File: config.mk
export PLATFORM = sky130hd
export DESIGN_NAME = pdu_run_ctrl
export DESIGN_NICKNAME = d
export VERILOG_FILES = /design/src/rtl/pdu_run_ctrl.sv
export SDC_FILE = /design/constraint.sdc
export NUM_CORES = 1
export LEC_CHECK = 0
export CAP_MARGIN = 20
export CELL_PAD_IN_SITES_DETAIL_PLACEMENT = 1
export CELL_PAD_IN_SITES_GLOBAL_PLACEMENT = 2
export CORE_MARGIN = 2
export CORE_UTILIZATION = 36
export CTS_CLUSTER_SIZE = 14
export DETAILED_ROUTE_END_ITERATION = 16
export PLACE_DENSITY = 0.93
export SYNTH_ARGS = -nofsm -noshare
export SYNTH_HDL_FRONTEND = slang
export SYNTH_SLANG_ARGS = --single-unit
File: constraint.sdc
create_clock -name clk -period 5 [get_ports clk]
set_input_delay 1 -clock clk [delete_from_list [all_inputs] [get_ports clk]]
set_output_delay 1 -clock clk [all_outputs]
set_load 0.005 [all_outputs]
File: src/rtl/pdu_run_ctrl.sv
// pdu_run_ctrl: debounced step/continue run control for the CPU clock enable,
// with free-run divider, PC breakpoint and I/O-wait stall.
module pdu_run_ctrl #(
    parameter int DB_CYCLES = 1000000,
    parameter int RUN_DIV   = 1
) (
    input  logic        clk,
    input  logic        rstn,
    input  logic        step,
    input  logic        cont,
    input  logic [31:0] pc,
    input  logic        bp_we,
    input  logic [31:0] bp_wdata,
    input  logic        bp_en,
    input  logic        io_wait,
    output logic        cpu_en,
    output logic        pause,
    output logic [1:0]  state,
    output logic [31:0] cyc_cnt
);
    localparam int CW = $clog2(DB_CYCLES + 1);
    localparam int DW = RUN_DIV > 1 ? $clog2(RUN_DIV) : 1;

    typedef enum logic [1:0] {PAUSE, STEP, RUN, WAIT} state_t;

    state_t        st, st_nx;
    logic [1:0]    raw, s1, s2, acc, acc_d, press;
    logic [CW-1:0] db_cnt [2];
    logic [31:0]   bp;
    logic [DW-1:0] div;
    logic          armed, armed_nx, en_nx, fire, bp_hit, step_p, cont_p;

    assign raw    = {cont, step};
    assign step_p = press[0];
    assign cont_p = press[1];

    always_ff @(posedge clk or negedge rstn) begin
        if (!rstn) begin
            s1     <= '0;
            s2     <= '0;
            acc    <= '0;
            acc_d  <= '0;
            press  <= '0;
            db_cnt <= '{default: '0};
        end else begin
            s1    <= raw;
            s2    <= s1;
            acc_d <= acc;
            press <= acc & ~acc_d;
            for (int i = 0; i < 2; i++) begin
                if (s2[i] == acc[i])
                    db_cnt[i] <= '0;
                else if (db_cnt[i] == CW'(DB_CYCLES - 1)) begin
                    acc[i]    <= s2[i];
                    db_cnt[i] <= '0;
                end else
                    db_cnt[i] <= db_cnt[i] + 1'b1;
            end
        end
    end

    assign fire   = div == DW'(RUN_DIV - 1);
    // armed blocks an immediate re-stop when resuming from a breakpoint PC
    assign bp_hit = bp_en && pc == bp && armed;

    always_comb begin
        st_nx    = st;
        en_nx    = 1'b0;
        armed_nx = armed;
        case (st)
            PAUSE: begin
                st_nx    = cont_p ? RUN : step_p ? STEP : PAUSE;
                armed_nx = cont_p ? 1'b0 : armed;
            end
            STEP: begin
                st_nx = PAUSE;
                en_nx = 1'b1;
            end
            RUN: begin
                if (cont_p)
                    st_nx = PAUSE;
                else if (io_wait)
                    st_nx = WAIT;
                else if (fire && bp_hit)
                    st_nx = PAUSE;
                else if (fire) begin
                    en_nx    = 1'b1;
                    armed_nx = 1'b1;
                end
            end
            WAIT:    st_nx = cont_p ? PAUSE : io_wait ? WAIT : RUN;
            default: st_nx = PAUSE;
        endcase
    end

    always_ff @(posedge clk or negedge rstn) begin
        if (!rstn) begin
            st      <= PAUSE;
            cpu_en  <= 1'b0;
            cyc_cnt <= '0;
            armed   <= 1'b0;
            bp      <= '0;
            div     <= '0;
        end else begin
            st      <= st_nx;
            cpu_en  <= en_nx;
            cyc_cnt <= cyc_cnt + {31'b0, en_nx};
            armed   <= armed_nx;
            if (bp_we)
                bp <= bp_wdata;
            div <= (st != RUN || fire) ? '0 : div + 1'b1;
        end
    end

    assign state = st;
    assign pause = st != RUN;
endmodule
==> results.md <==
* # IOs at 107
* Nets@finish at 677
* Cell with the most instances after synthesis: dfrtp_1
* Vias in the first global route at 4273
* CTS Buffer Depth at 2
* Adder-cell share of the synthesized area at 0.0182
* Type of origin of the critical path: input port
* Commonest cells in the netlist: dfrtp_1 (119), xnor2_1 (59), nor2_1 (56)
* Clk_skew at 6.10 ps
* PortBufs at 106
* CTS sink count at 119
* # rows at 45
* Max Cap Viol at 0
* Setup slack, reg-to-reg at 1980 ps
* Hold Slack at 348 ps
* Number of synthesized flops with an enable pin at 0
* First-pass GRT wire length at 21300 microns
* #FFs+latches synth at 119
* Hold Path End: s2[0]
* CTS tree: built
* Max-slew violations at 0
* Register area share after synthesis at 0.542
* Routed Antenna Nets at 0
* Reg2reg path depth at 13
* Compound-gate portion of the synthesized area at 0.0203
* Insertion delay to the later sink of the worst-skew pair at 410 ps
* Reg-to-reg endpoint: cyc_cnt[28]
* Finished Cell Area at 7320 sq um
* Leading area contributor after synthesis: dfrtp_1
* Clock-pin slew on the worst setup and hold paths at 50 ps
* GRT Resource Usage Total at 0.167
* Hold_buf cts at 0
* Syn_nets at 558
* Worst r2r src: state[0]
* Hold Crit Depth at 0
* Slew HR at 0.590
* Worst-Margin Slew at 610 ps
* Cells after Synth at 479
* DR DRC count at 0
* VDD IR max at 252 uV
* First DRT Iteration DRCs at 187
* Post-CTS setup buffer count at 0
* Routed WL per cell at 15.7 microns
* Root Driver: clkbuf_16
* Xor-xnor portion of the synthesized cell area at 0.153
* Overflow after GRT at 0
* Largest family of logic cells by synthesized area: simple AND/OR/NAND/NOR gates
* RSZ-0062 raised after global routing: false
* Post-cts sizing count at 0
* Chip height at 128 microns
* Post-synthesis mux area share at 0.0701
* Crit path time final at 3490 ps
* Die width at 128 microns
* Vias/cell at 4.90
* WP data required at 5300 ps
* Post-synthesis simple-gate area fraction at 0.176
* Result of the run: finished, final reports clean
* CP arrival at 3790 ps
* DP Area at 6750 sq um
* Vias at 3919
* HP Class: reg2reg
* Initial Util at 0.366
* DP Wirelength at 9070 microns
* Die area at 16300 sq um
* Leak at 3.12 nW
* Initial antenna violation count at 0
* Largest cells by area after synthesis: dfrtp_1 (54%), xnor2_1 (9.4%), mux2_2 (6.6%)
* Asr flop ratio synth at 1.00
* CP Max Fanout at 6
* Max Fclk at 0.286 GHz
* Yosys warnings at 0
* Largest net degree at the start of global routing at 86
* Dominant synthesized flop cell: dfrtp_1
* Critical Path End Type: flop
* Final Hold Viols at 0
* Syn_area_per_cell at 11.5 sq um
* Final setup viols at 0
* Fin Setup TNS at 0 ps
* Core area at 15000 sq um
* Area grow syn2layout at 33.3%
* Worst Hold Launch: s1[0]
* Synth Cell Area at 5500 sq um
* CP Class: in2reg
* Top-area cell type share of the netlist area at 0.542
* TritonCTS Buffers at 17
* Total wire length at 12600 microns
* Pwr/cell area at 315 nW/um^2
* H-Tree Depth at 4
* Crit share post-route at 0.699
* Synth cell types at 46
* # diodes at 0
* Routability congestion estimate at 0.768
* DRT Pass-1 Iters at 4
* Layout cells sized above 1 at 0.124
-- cell families after synthesis --
| kind of cell | after synthesis |
|---|---|
| AO/OA/AOI/OAI | 16 |
| adder cells (fa/ha/maj) | 8 |
| multiplexers | 34 |
| other | 1 |
| XOR/XNOR | 96 |
| buffers and inverters | 24 |
| AND/OR/NAND/NOR | 181 |
| flip-flops | 119 |
-- how the worst max path moves through the flow --
stage | depth (start not counted) | end | startpoint
floorplan | 15 | cyc_cnt[30] | pc[22]
global placement | 14 | cyc_cnt[30] | pc[22]
detailed placement | 14 | cyc_cnt[30] | pc[10]
CTS | 14 | cyc_cnt[30] | pc[10]
global route | 14 | cyc_cnt[30] | pc[17]
finish | 14 | cyc_cnt[30] | pc[30]
-- state kept, by name, indices dropped and copies added (netlist names) --
name and count:
acc 2, acc_d 2, armed 1, bp 32, cpu_en 1, cyc_cnt 32, db_cnt 40, div 1
press 2, s1 2, s2 2, state 2
-- per-layer routing --
layer	track usage	wire length [microns]	vias to the layer above
met4	0.0769	328	0
met2	0.284	6380	76
met3	0.0364	445	25
met5	0	0	-
li1	-	-	1863
met1	0.202	5430	1955
-- through the flow --
stage / setup WS, ps / utilization / std cells / total power, mW
after floorplan: 1620 / - / 479 / 1.11
after CTS: 1470 / 0.485 / 797 / 2.35
after global placement: 1120 / 0.449 / 765 / 1.20
after detailed placement: 1050 / 0.449 / 765 / 1.21
final: 1510 / 0.487 / 799 / 2.31
after global routing: 1210 / 0.487 / 799 / 2.41
-- final cells by class --
class	instances	area, sq um
Multi-Input combinational cell	336	2410
Clock buffer	29	500
Inverter	13	48.8
Timing Repair Buffer	111	1120
Clock inverter	3	40.0
Sequential cell	119	2980
Tap cell	188	235
Fill cell	1609	7710
-- cells in the final DEF (no fill, tap or decap), types with 4 or more instances in the layout --
| cell | count |
|---|---|
| nand2_1 | 34 |
| mux2_2 | 32 |
| a21oi_1 | 4 |
| nor2_1 | 56 |
| ha_1 | 8 |
| clkdlybuf4s50_1 | 105 |
| nor3_1 | 5 |
| inv_1 | 13 |
| and3_1 | 9 |
| xor2_1 | 37 |
| nand4_1 | 16 |
| buf_4 | 4 |
| dfrtp_1 | 119 |
| nand3_1 | 27 |
| and4_1 | 8 |
| xnor2_1 | 59 |
| clkbuf_1 | 9 |
| clkbuf_16 | 17 |
| o21ai_0 | 6 |
-- worst max-delay path: stages --
cell	delay, ps
clkdlybuf4s50_1	460
inv_1	50
a22o_1	220
nor4_1	360
nand4_2	200
a21oi_1	190
nor2b_1	70
ha_1	220
ha_1	250
and3_1	230
and4_1	280
nand2_1	110
nor2_2	40
xnor2_1	120
-- power by group --
part	switching, mW	leakage (nW)	internal (mW)
Clock	0.395	0.264	0.720
Combinational	0.0682	1.29	0.104
Sequential	0.0229	1.56	0.997
Power figures use the tool's default switching activity.
